<file path="src/rtl/id_ex_alu_issue_pkg.sv">
// Shared ALU codes plus MIPS opcode/funct constants used by decode and the ALU.
// Also holds the immediate-extension helpers.
package id_ex_alu_issue_pkg;

  typedef enum logic [2:0] {
    ALU_ADD = 3'd0,
    ALU_SUB = 3'd1,
    ALU_AND = 3'd2,
    ALU_OR  = 3'd3,
    ALU_SLL = 3'd4,
    ALU_SRL = 3'd5,
    ALU_SLT = 3'd6
  } alu_ctrl_t;

  localparam logic [5:0] OP_RTYPE = 6'h00;
  localparam logic [5:0] OP_BEQ   = 6'h04;
  localparam logic [5:0] OP_ADDI  = 6'h08;
  localparam logic [5:0] OP_SLTI  = 6'h0A;
  localparam logic [5:0] OP_ANDI  = 6'h0C;
  localparam logic [5:0] OP_ORI   = 6'h0D;
  localparam logic [5:0] OP_LW    = 6'h23;
  localparam logic [5:0] OP_SW    = 6'h2B;

  localparam logic [5:0] FN_SLL  = 6'h00;
  localparam logic [5:0] FN_SRL  = 6'h02;
  localparam logic [5:0] FN_ADD  = 6'h20;
  localparam logic [5:0] FN_ADDU = 6'h21;
  localparam logic [5:0] FN_SUB  = 6'h22;
  localparam logic [5:0] FN_SUBU = 6'h23;
  localparam logic [5:0] FN_AND  = 6'h24;
  localparam logic [5:0] FN_OR   = 6'h25;
  localparam logic [5:0] FN_SLT  = 6'h2A;

  function automatic logic [31:0] sext16(input logic [15:0] imm);
    return {{16{imm[15]}}, imm};
  endfunction

  function automatic logic [31:0] zext16(input logic [15:0] imm);
    return {16'h0000, imm};
  endfunction

endpackage

</file>
<file path="src/rtl/id_ex_alu_issue_if.sv">
// ID->EX issue channel: valid/ready instruction offer in, decoded ALU op out.
// slave is the issue block's view, master is the surrounding pipeline's view.
interface id_ex_alu_issue_if;
  logic        in_valid;
  logic        in_ready;
  logic [31:0] instr;
  logic [31:0] rs_data;
  logic [31:0] rt_data;
  logic        flush;
  logic        out_valid;
  logic        out_ready;
  logic [31:0] out_reg1;
  logic [31:0] out_reg2;
  logic [2:0]  out_alu_ctrl;
  logic [4:0]  out_shamt;
  logic        out_illegal;
  logic [15:0] issue_cnt;

  modport slave (
    input  in_valid, instr, rs_data, rt_data, flush, out_ready,
    output in_ready, out_valid, out_reg1, out_reg2, out_alu_ctrl, out_shamt,
           out_illegal, issue_cnt
  );

  modport master (
    output in_valid, instr, rs_data, rt_data, flush, out_ready,
    input  in_ready, out_valid, out_reg1, out_reg2, out_alu_ctrl, out_shamt,
           out_illegal, issue_cnt
  );
endinterface

</file>
<file path="src/rtl/id_ex_alu_issue_alu_decode.sv">
// Combinational MIPS decode to ALU operands/code; no latency, no flow control.
// Unsupported encodings yield code 0 with zero operands and illegal set.
module alu_decode
  import id_ex_alu_issue_pkg::*;
(
  input  logic [31:0] instr,
  input  logic [31:0] rs_data,
  input  logic [31:0] rt_data,
  output logic [31:0] reg1,
  output logic [31:0] reg2,
  output logic [2:0]  alu_ctrl,
  output logic [4:0]  shamt,
  output logic        illegal
);

  logic [5:0] opcode;
  logic [5:0] funct;
  logic [15:0] imm;
  alu_ctrl_t ctrl;
  logic unused_reg_fields;

  assign opcode = instr[31:26];
  assign funct  = instr[5:0];
  assign imm    = instr[15:0];
  // Register numbers were already used by the register file read.
  assign unused_reg_fields = ^instr[25:16];

  always_comb begin
    reg1    = '0;
    reg2    = '0;
    ctrl    = ALU_ADD;
    illegal = 1'b0;
    case (opcode)
      OP_RTYPE: begin
        reg1 = rs_data;
        reg2 = rt_data;
        case (funct)
          FN_ADD, FN_ADDU: ctrl = ALU_ADD;
          FN_SUB, FN_SUBU: ctrl = ALU_SUB;
          FN_AND:          ctrl = ALU_AND;
          FN_OR:           ctrl = ALU_OR;
          FN_SLL:          ctrl = ALU_SLL;
          FN_SRL:          ctrl = ALU_SRL;
          FN_SLT:          ctrl = ALU_SLT;
          default: begin
            reg1    = '0;
            reg2    = '0;
            illegal = 1'b1;
          end
        endcase
      end
      OP_ADDI, OP_LW, OP_SW: begin
        reg1 = rs_data;
        reg2 = sext16(imm);
      end
      OP_SLTI: begin
        reg1 = rs_data;
        reg2 = sext16(imm);
        ctrl = ALU_SLT;
      end
      OP_ANDI: begin
        reg1 = rs_data;
        reg2 = zext16(imm);
        ctrl = ALU_AND;
      end
      OP_ORI: begin
        reg1 = rs_data;
        reg2 = zext16(imm);
        ctrl = ALU_OR;
      end
      OP_BEQ: begin
        reg1 = rs_data;
        reg2 = rt_data;
        ctrl = ALU_SUB;
      end
      default: illegal = 1'b1;
    endcase
  end

  assign alu_ctrl = ctrl;
  assign shamt    = (ctrl == ALU_SLL || ctrl == ALU_SRL) ? instr[10:6] : 5'd0;

endmodule

</file>
<file path="src/rtl/id_ex_alu_issue.sv">
// ID->EX issue register: decodes on accept, presents next cycle (1-cycle latency).
// Holds output while EX stalls, refills on consume with no bubble; flush drops everything.
module id_ex_alu_issue
  import id_ex_alu_issue_pkg::*;
(
  input  logic clk,
  input  logic reset,
  id_ex_alu_issue_if.slave bus
);

  logic [31:0] dec_reg1;
  logic [31:0] dec_reg2;
  logic [2:0]  dec_ctrl;
  logic [4:0]  dec_shamt;
  logic        dec_illegal;

  logic        valid_q,   valid_d;
  logic [31:0] reg1_q,    reg1_d;
  logic [31:0] reg2_q,    reg2_d;
  logic [2:0]  ctrl_q,    ctrl_d;
  logic [4:0]  shamt_q,   shamt_d;
  logic        illegal_q, illegal_d;
  logic [15:0] cnt_q,     cnt_d;

  logic in_ready;
  logic accept;
  logic consume;

  alu_decode u_decode (
    .instr    (bus.instr),
    .rs_data  (bus.rs_data),
    .rt_data  (bus.rt_data),
    .reg1     (dec_reg1),
    .reg2     (dec_reg2),
    .alu_ctrl (dec_ctrl),
    .shamt    (dec_shamt),
    .illegal  (dec_illegal)
  );

  assign in_ready = !bus.flush && (!valid_q || bus.out_ready);
  assign accept   = bus.in_valid && in_ready;
  // A flushed operation is squashed, so it does not count as issued.
  assign consume  = valid_q && bus.out_ready && !bus.flush;

  always_comb begin
    valid_d   = valid_q;
    reg1_d    = reg1_q;
    reg2_d    = reg2_q;
    ctrl_d    = ctrl_q;
    shamt_d   = shamt_q;
    illegal_d = illegal_q;
    cnt_d     = consume ? cnt_q + 16'd1 : cnt_q;
    if (bus.flush) begin
      valid_d = 1'b0;
    end else if (accept) begin
      valid_d   = 1'b1;
      reg1_d    = dec_reg1;
      reg2_d    = dec_reg2;
      ctrl_d    = dec_ctrl;
      shamt_d   = dec_shamt;
      illegal_d = dec_illegal;
    end else if (consume) begin
      valid_d = 1'b0;
    end
  end

  always_ff @(posedge clk or posedge reset) begin
    if (reset) begin
      valid_q   <= 1'b0;
      reg1_q    <= '0;
      reg2_q    <= '0;
      ctrl_q    <= '0;
      shamt_q   <= '0;
      illegal_q <= 1'b0;
      cnt_q     <= '0;
    end else begin
      valid_q   <= valid_d;
      reg1_q    <= reg1_d;
      reg2_q    <= reg2_d;
      ctrl_q    <= ctrl_d;
      shamt_q   <= shamt_d;
      illegal_q <= illegal_d;
      cnt_q     <= cnt_d;
    end
  end

  assign bus.in_ready     = in_ready;
  assign bus.out_valid    = valid_q;
  assign bus.out_reg1     = reg1_q;
  assign bus.out_reg2     = reg2_q;
  assign bus.out_alu_ctrl = ctrl_q;
  assign bus.out_shamt    = shamt_q;
  assign bus.out_illegal  = illegal_q;
  assign bus.issue_cnt    = cnt_q;

endmodule

</file>
<file path="src/flat_wrapper.sv">
// flat-port wrapper written by rule: the top's interface ports become plain ports
module id_ex_alu_issue_flat import id_ex_alu_issue_pkg::*;
  (clk, reset, bus_in_valid, bus_instr, bus_rs_data, bus_rt_data, bus_flush, bus_out_ready, bus_in_ready, bus_out_valid, bus_out_reg1, bus_out_reg2, bus_out_alu_ctrl, bus_out_shamt, bus_out_illegal, bus_issue_cnt);
  id_ex_alu_issue_if bus_i ();
  input  logic clk;
  input  logic reset;
  input wire logic [$bits(bus_i.in_valid)-1:0] bus_in_valid;
  input wire logic [$bits(bus_i.instr)-1:0] bus_instr;
  input wire logic [$bits(bus_i.rs_data)-1:0] bus_rs_data;
  input wire logic [$bits(bus_i.rt_data)-1:0] bus_rt_data;
  input wire logic [$bits(bus_i.flush)-1:0] bus_flush;
  input wire logic [$bits(bus_i.out_ready)-1:0] bus_out_ready;
  output wire logic [$bits(bus_i.in_ready)-1:0] bus_in_ready;
  output wire logic [$bits(bus_i.out_valid)-1:0] bus_out_valid;
  output wire logic [$bits(bus_i.out_reg1)-1:0] bus_out_reg1;
  output wire logic [$bits(bus_i.out_reg2)-1:0] bus_out_reg2;
  output wire logic [$bits(bus_i.out_alu_ctrl)-1:0] bus_out_alu_ctrl;
  output wire logic [$bits(bus_i.out_shamt)-1:0] bus_out_shamt;
  output wire logic [$bits(bus_i.out_illegal)-1:0] bus_out_illegal;
  output wire logic [$bits(bus_i.issue_cnt)-1:0] bus_issue_cnt;
  assign bus_i.in_valid = bus_in_valid;
  assign bus_i.instr = bus_instr;
  assign bus_i.rs_data = bus_rs_data;
  assign bus_i.rt_data = bus_rt_data;
  assign bus_i.flush = bus_flush;
  assign bus_i.out_ready = bus_out_ready;
  assign bus_in_ready = bus_i.in_ready;
  assign bus_out_valid = bus_i.out_valid;
  assign bus_out_reg1 = bus_i.out_reg1;
  assign bus_out_reg2 = bus_i.out_reg2;
  assign bus_out_alu_ctrl = bus_i.out_alu_ctrl;
  assign bus_out_shamt = bus_i.out_shamt;
  assign bus_out_illegal = bus_i.out_illegal;
  assign bus_issue_cnt = bus_i.issue_cnt;
  id_ex_alu_issue u_core (.clk(clk), .reset(reset), .bus(bus_i));
endmodule
</file>
<file path="config.mk">
export PLATFORM = sky130hd
export DESIGN_NAME = id_ex_alu_issue_flat
export DESIGN_NICKNAME = d
export VERILOG_FILES = /design/src/rtl/id_ex_alu_issue_pkg.sv /design/src/rtl/id_ex_alu_issue_if.sv /design/src/rtl/id_ex_alu_issue_alu_decode.sv /design/src/rtl/id_ex_alu_issue.sv /design/src/flat_wrapper.sv
export SDC_FILE = /design/constraint.sdc
export NUM_CORES = 1
export LEC_CHECK = 0
export ABC_CLOCK_PERIOD_IN_PS = 4800
export CAP_MARGIN = 10
export CORE_UTILIZATION = 44
export DETAILED_ROUTE_END_ITERATION = 6
export GPL_ROUTABILITY_DRIVEN = 1
export MAX_ROUTING_LAYER = met4
export PLACE_DENSITY = 0.86
export SETUP_SLACK_MARGIN = 0.4
export SYNTH_ARGS = -nofsm -noshare
export SYNTH_HDL_FRONTEND = slang
export SYNTH_SLANG_ARGS = --single-unit
</file>
<file path="constraint.sdc">
create_clock -name clk -period 4.8 [get_ports clk]
set_input_delay 0.96 -clock clk [delete_from_list [all_inputs] [get_ports clk]]
set_output_delay 0.96 -clock clk [all_outputs]
set_load 0.05 [all_outputs]
</file>
Yosys cells after proc, flatten, opt, wreduce, memory -nomap -nowiden
Cells that the tools add are included.
{"block": "word_totals", "elab_cells": 55, "output_inout_bits": 91, "n_memories": 0, "rom_bits": 0, "mem_bits_rw": 0, "reg_bits": 90, "latch_bits": 0, "input_bits": 101}
{"block": "classes", "muxes": 12, "div_mod_pow": 0, "shifts": 0, "bitwise_logic": 1, "mul": 0, "n_reduce_logical": 17, "n_addsub": 1, "order_cmp": 0, "n_eq_ne": 17}
{"cell": "32-bit one-hot mux with 4 select lines", "count": 1}
{"cell": "32-bit 2-to-1 mux", "count": 2}
{"cell": "32-bit one-hot mux with 2 select lines", "count": 1}
{"cell": "6-bit equality test (second input constant)", "count": 9}
{"cell": "6-bit by 4-bit equality test with 1-bit output (second input constant)", "count": 4}
{"cell": "3-bit one-hot mux with 6 select lines", "count": 1}
{"cell": "16-bit by 1-bit adder with 16-bit output (second input constant)", "count": 1}
{"cell": "3-bit one-hot mux with 5 select lines", "count": 1}
{"cell": "6-bit zero test", "count": 2}
{"cell": "9-bit OR reduction", "count": 1}
{"cell": "7-bit OR reduction", "count": 1}
{"cell": "3-bit equality test (second input constant)", "count": 2}
{"cell": "6-bit by 2-bit equality test with 1-bit output (second input constant)", "count": 1}
{"cell": "6-bit by 3-bit equality test with 1-bit output (second input constant)", "count": 1}
{"cell": "5-bit 2-to-1 mux", "count": 1}
{"cell": "1-bit logical AND", "count": 4}
{"cell": "1-bit 2-to-1 mux", "count": 4}
{"cell": "2-bit OR reduction", "count": 2}
{"cell": "4-bit OR reduction", "count": 1}
{"cell": "3-bit nonzero test", "count": 1}
{"cell": "1-bit zero test", "count": 2}
{"cell": "1-bit logical OR", "count": 2}
{"cell": "1-bit one-hot mux with 2 select lines", "count": 1}
{"cell": "2-bit AND reduction", "count": 1}
{"cell": "1-bit inverter", "count": 1}

Logic depth before layout (Yosys ltp)
Gate-level depths: netlist of run 1.
{"block": "logic_depth", "depth_word": 7, "depth_mapped": 7}

Cells and area by module
A second synthesis of run 1 with hierarchy kept.
{"block": "hier_totals", "cells_unflattened": 370, "area_unflattened_um2": 4842.1}
{"mod": "id_ex_alu_issue", "instances": 1, "area_each_um2": 3766.1, "cells_each": 219}
{"mod": "alu_decode", "instances": 1, "area_each_um2": 1076.0, "cells_each": 151}

Worst setup path before layout of run 1
OpenSTA, ideal clock, no wires.
{"block": "synth_timing", "kind": "input to output", "startpoint": "input bus_out_ready", "endpoint": "output bus_in_ready", "cell_stages": 2, "path_slack_ps": 2195, "arrival_time_ps": 1645, "required_ps": 3840, "path_cell_list": "nor2b_1 -> nor2_1"}
{"block": "synth_between", "elab_chain_len": 2}
{"item": "from (decl)", "line_no": "flat_wrapper.sv:12", "source": "input wire logic [$bits(bus_i.out_ready)-1:0] bus_out_ready;"}
{"item": "1-bit logical OR", "line_no": "id_ex_alu_issue.sv:40", "source": "assign in_ready = !bus.flush && (!valid_q || bus.out_ready);"}
{"item": "1-bit logical AND", "line_no": "id_ex_alu_issue.sv:40"}
{"item": "to (decl)", "line_no": "flat_wrapper.sv:13", "source": "output wire logic [$bits(bus_i.in_ready)-1:0] bus_in_ready;"}
No other way between the ends.

Worst setup path after layout of run 1
Same ends and word-level chain as after synthesis.

==> flow_summary_export.csv, run 1 <==
group,metric,value,unit
placement,dpl.hpwl,8088,um
critical_path,rr_startpoint,"u_core.bus.out_valid",
pwr,p_sw,639.8,uW
final_layout,multiInputGateArea,1519,sq um
die,io_pins,192,
pwr,seqPwrFrac,0.446,
critical_path,path_cells,"clkdlybuf4s50_1 > nor2b_1 > nor2_1 > clkdlybuf4s50_1",
routing,drt-total-wl,10940,um
placement,gp_congestion,0.7730,
timing,timing.final.crit_share,0.7081,
pwr,p_int,1.282,mW
timing,slew_headroom,0.4702,
pwr,p_comb_frac,0.280,
clock_tree,clkTransAtPathRegs,80,ps
critical_path,worstSetupPathType,"in -> out",
final_layout,final_cell_mix,"clkdlybuf4s50_1, dfrtp_1, a22o_1, nor2_1",
synthesis,syn_inst,332,
critical_path,cp_max_fo,3,
critical_path,reg2reg_slack,2580,ps
clock_tree,htree_levels,3,
die,start_util,0.4617,
critical_path,worstSetupStartpointType,"primary input",
global_route,grt-ovfl-total,0,
synthesis,synth-seq-cells,90,
placement,io_buffer_count,181,
clock_tree,cts.sinks,90,
timing,max_freq,294.2,MHz
pwr,p_leak,2.711,nW
routing,routed_via_density,5.470,
synthesis,synth_nets,434,
clock_tree,post-cts-setup-buffers,0,
global_route,grt_pass1_vias,3261,
routing,drt-initial-drc-count,77,
routing,drc_errors,0,
pwr,power_density,321.8,nW/um^2
timing,min_period,3399,ps
timing,tns,0,ps
synthesis,ys_seq_area_frac,0.5820,
synthesis,yosys.area.top_type,"dfrtp_1",
die,die_x,95.79,um
critical_path,cpPeakStageDelay,830,ps
clock_tree,cts_root_buf,"clkbuf_8",
routing,wl_per_cell,17.74,um
pwr,swShare,0.3329,
timing,rsz0062_at_grt,"false",
hold_path,min-delay-start,"u_core.bus.issue_cnt[15]",
critical_path,critical_path_buf_inv_count,2,
final_layout,seq_area,2252,sq um
run_status,status,"finished, final reports clean",
global_route,grt_max_degree,37,
critical_path,cp_data_arrival_time,2440,ps
clock_tree,cts-hold-fix-buffers,0,
synthesis,synth_top_area_share,0.5820,
timing,final-hold-violation-count,0,
critical_path,end_kind,"output pin",
final_layout,fin_area,5972,sq um
clock_tree,cts_buffer_depth,2,
clock_tree,cts_tree,"done",
die,coreArea,8382,sq um
timing,setup_violations,0,
hold_path,hold_depth,1,
die,die-area,9175,sq um
clock_tree,cts_made_buffers,9,
routing,vias,3375,
final_layout,areaGrowthSynthToFinish,54.32,%
routing,ant_nets,0,
pwr,p_clk_frac,0.274,
die,rows,33,
final_layout,layout_commonest_cell,"clkdlybuf4s50_1",
synthesis,synth-async-reset-ratio,1.000,
timing,finClkSkew,8.461,ps
final_layout,finalNetCount,610,
critical_path,crit_family,"buffers and inverters",
critical_path,cpMaxStageDelayCell,"clkdlybuf4s50_1",
final_layout,drive_gt1_frac,0.05664,
critical_path,r2r_cells,5,
critical_path,crit_required,3840,ps
synthesis,synth_ff_type,"dfrtp_1",
critical_path,crit_top_cell,"clkdlybuf4s50_1",
pwr,vdd_ir_drop_max,0.2295,mV
clock_tree,cts.repair.resized,0,
hold_path,hold_class,"reg -> reg",
clock_tree,clock_latency,340,ps
placement,place_area,5772,sq um
synthesis,ys_warn_count,0,
timing,worst-slew-pin-transition,794.7,ps
synthesis,synth_area_leaders,"dfrtp_1, a22o_1, a21o_1, nor2_1, xnor2_1",
synthesis,synth_edf_count,0,
synthesis,synthesis.area,3870,sq um
routing,drt-pass1-iter-count,4,
timing,drv_slew,0,
critical_path,rr_endpoint,"u_core.bus.out_shamt[1]",
job,maxCapViolCount,0,
synthesis,avgSynthCellArea,11.66,sq um
die,die_y,95.79,um
final_layout,n_fill_cell,618,
global_route,antenna_found_initial,0,
final_layout,n_antenna_cell,0,
synthesis,ys_types,47,
global_route,grt_pass1_wl,16100,um
hold_path,holdPathEnd,"u_core.bus.issue_cnt[15]",
global_route,grt_usage,0.2397,
metal layers:
metal	vias to the layer above	global-route usage	routed length, um
met2	129	0.4101	5515
li1	1584	-	-
met1	1652	0.2853	4570
met5	-	-	0
met4	0	0.06468	125
met3	10	0.05450	733
worst reg2reg max path: stages, from the launching register on:
cell and delay, ps:
dfrtp_1 410, nand2b_1 130, and3_1 700, o311ai_1 320, nor2_1 410, a22o_1 200
synthesized netlist by cell type, types with 2 or more instances:
cell type,count
a21oi_1,17
and3_1,4
xor2_1,4
o21ai_0,2
xnor2_1,12
nand4b_1,2
nand2_1,8
clkbuf_1,14
o21ai_1,4
nand3_1,8
nand4_1,3
and2_1,2
o21a_1,3
dfrtp_1,90
or3b_1,2
nor2b_1,2
nor3_1,17
a21o_1,15
buf_2,6
inv_1,5
a22o_1,52
nand2b_1,5
nor2_1,28
and4_1,4
worst max path at each step:
stage                             start                 endpoint  slack (ps)  cells past startpoint
after floorplan                   reset  u_core.bus.issue_cnt[0]        1500                      1
after global placement    bus_out_ready             bus_in_ready        1420                      4
after detailed placement  bus_instr[26]  u_core.bus.out_reg2[15]        1360                      7
after CTS                 bus_out_ready             bus_in_ready        1410                      4
after global routing      bus_out_ready             bus_in_ready        1360                      4
final                     bus_out_ready             bus_in_ready        1400                      4
cell families after synthesis:
| family | synth area share |
|---|---|
| xor gates and xnor gates | 0.03621 |
| and+or+nand+nor | 0.1290 |
| DFF | 0.5820 |
| AOI/OAI and AO/OA | 0.2176 |
| adders and majority gates | 0.003233 |
| buffers and inverters | 0.02910 |
| muxes | 0.002910 |
power by group through the flow:
stage | clock network (mW) | registers [mW] | logic, mW
after CTS | 0.538 | 0.858 | 0.542
after detailed placement | 0 | 0.873 | 0.540
after global routing | 0.571 | 0.867 | 0.565
final | 0.526 | 0.858 | 0.538
after global placement | 0 | 0.869 | 0.532
after floorplan | 0 | 1.07 | 0.110
flip-flops by register name, summed over array words and instances, names as in the netlist:
name,flops
u_core.bus.issue_cnt,16
u_core.bus.out_alu_ctrl,3
u_core.bus.out_illegal,1
u_core.bus.out_reg1,32
u_core.bus.out_reg2,32
u_core.bus.out_shamt,5
u_core.bus.out_valid,1
metrics by stage:
step           power (mW)  hold slack (ps)  setup WS [ps]  instances  utilization
4_1_cts             1.939            479.6           1413        617       0.7125
5_1_grt             2.003            503.0           1363        617       0.7125
6_report            1.922            477.5           1401        617       0.7125
3_3_place_gp        1.400            463.1           1418        602       0.6886
2_1_floorplan       1.176            748.5           1505        332            -
3_5_place_dp        1.413            468.2           1355        602       0.6886
area by class of cell:
type	count	share of cell area
Sequential cell	90	0.3771
Timing Repair Buffer	186	0.3097
Multi-Input combinational cell	216	0.2543
Clock buffer	10	0.02305
Tap cell	105	0.02200
Clock inverter	5	0.01048
Inverter	5	0.003352
(Power assumes the default switching activity.)
==> run 2, diff against run 1 <==
ABC_CLOCK_PERIOD_IN_PS = 3400   (was 4800)
CORE_UTILIZATION = 40   (was 44)
PLACE_DENSITY = 0.79   (was 0.86)
clock period = 3.4 ns   (was 4.8 ns; I/O delays follow)
==> flow_summary_export.csv, run 2 (synthesis gave the netlist of run 1 again) <==
group,metric,value,unit
critical_path,crit_family,"buffers and inverters",
pwr,vdd_ir_drop_max,0.2187,mV
final_layout,final_cell_mix,"clkdlybuf4s50_1, dfrtp_1, a22o_1, nor2_1",
clock_tree,cts_root_buf,"clkbuf_8",
global_route,grt_usage,0.2206,
timing,min_period,2807,ps
timing,max_freq,356.2,MHz
die,coreArea,9328,sq um
run_status,status,"finished, final reports clean",
clock_tree,cts_tree,"done",
placement,place_area,5839,sq um
final_layout,layout_commonest_cell,"clkdlybuf4s50_1",
clock_tree,cts.repair.resized,0,
critical_path,worstSetupStartpointType,"primary input",
clock_tree,clkTransAtPathRegs,80,ps
clock_tree,htree_levels,3,
pwr,p_sw,917.0,uW
final_layout,post_layout_nonfiller_instances,645,
clock_tree,clock_latency,350,ps
global_route,grt_pass1_wl,16930,um
global_route,grt-ovfl-total,0,
die,rows,35,
final_layout,n_fill_cell,761,
routing,drt-total-wl,10910,um
placement,dpl.hpwl,7770,um
critical_path,cpMaxStageDelayCell,"clkdlybuf4s50_1",
die,die_y,100.4,um
routing,drt-pass1-iter-count,4,
critical_path,path_cells,"clkdlybuf4s50_1 > nor2b_1 > nor2_1 > clkdlybuf4s50_1",
pwr,p_comb_frac,0.280,
timing,rsz0062_at_grt,"false",
final_layout,fin_area,6043,sq um
global_route,grt_pass1_vias,3406,
final_layout,finalNetCount,613,
routing,drc_errors,0,
hold_path,hold_class,"reg -> reg",
timing,slew_headroom,0.6072,
timing,tns,0,ps
final_layout,drive_gt1_frac,0.06202,
timing,timing.final.crit_share,0.8256,
routing,wl_per_cell,16.91,um
critical_path,worstSetupPathType,"in -> out",
pwr,p_clk_frac,0.277,
timing,whs,478.2,ps
pwr,seqPwrFrac,0.443,
placement,gp_congestion,0.7546,
pwr,power,2.733,mW
global_route,grt_max_degree,91,
clock_tree,cts_made_buffers,9,
clock_tree,post-cts-setup-buffers,0,
routing,ant_nets,0,
die,die_x,100.4,um
clock_tree,cts_buffer_depth,2,
placement,dp_worst_setup_slack,602.2,ps
timing,finClkSkew,10.32,ps
timing,final-hold-violation-count,0,
die,die-area,10070,sq um
pwr,swShare,0.3355,
critical_path,end_kind,"output pin",
clock_tree,cts.sinks,90,
critical_path,crit_required,2720,ps
placement,dp.cells,629,
placement,io_buffer_count,181,
final_layout,n_antenna_cell,0,
final_layout,areaGrowthSynthToFinish,56.16,%
routing,routed_via_density,5.211,
global_route,antenna_found_initial,0,
timing,setup_slack,592.8,ps
clock_tree,cts-hold-fix-buffers,0,
critical_path,crit_top_cell,"clkdlybuf4s50_1",
critical_path,cp_max_fo,3,
critical_path,cpPeakStageDelay,800,ps
routing,vias,3361,
die,io_pins,192,
routing,drt-initial-drc-count,81,
critical_path,critical_path_buf_inv_count,2,
timing,setup_violations,0,
job,maxCapViolCount,0,
timing,drv_slew,0,
pwr,p_leak,2.728,nW
critical_path,cp_data_arrival_time,2130,ps
die,start_util,0.4149,
pwr,power_density,452.3,nW/um^2
pwr,p_int,1.816,mW
final_layout,utilization,0.6479,
timing,worst-slew-pin-transition,589.2,ps
run 2: cell types whose count changed in the layout (fill, tap and decap cells not counted), sizes merged:
cell / previous run / this run
buf: 5 / 8
clkbuf: 10 / 11
clkinvlp: 2 / 3
inv: 6 / 5
run 2: routing by layer:
metal,wire [um],GRT usage,part of all wire,up-vias
met2,5416,0.3683,0.50,126
met4,170,0.07135,0.016,0
met1,4705,0.2688,0.43,1640
li1,-,-,-,1577
met5,0,-,0,-
met3,615,0.04457,0.056,18
run 2: area by class of cell:
cell class	count	area (sq um)	share of cell area
Clock inverter	5	62.56	0.01035
Multi-Input combinational cell	216	1519	0.2513
Timing Repair Buffer	189	1884	0.3118
Tap cell	129	161.4	0.02671
Clock buffer	11	141.4	0.02340
Inverter	5	22.52	0.003727
Sequential cell	90	2252	0.3727
run 2: path summary, 6_finish.rpt:
kind                       depth (start not counted)                startpoint                        to  slack, ps
setup / recovery                                   4             bus_out_ready              bus_in_ready        590
hold / removal                                     1  u_core.bus.issue_cnt[15]  u_core.bus.issue_cnt[15]        480
setup reg to reg                                   5      u_core.bus.out_valid   u_core.bus.out_shamt[2]       1480
hold reg to reg                                    1  u_core.bus.issue_cnt[15]  u_core.bus.issue_cnt[15]        480
max in group asynchronous                          3                     reset   u_core.bus.out_reg1[31]       2220
min in group asynchronous                          3                     reset   u_core.bus.out_reg2[12]        830
run 2: power by group through the flow:
stage	clock [mW]	combinational [mW]	sequential (mW)
after detailed placement	0	0.770	1.23
final	0.758	0.766	1.21
after CTS	0.774	0.772	1.21
after global placement	0	0.756	1.23
after global routing	0.815	0.804	1.22
after floorplan	0	0.155	1.51
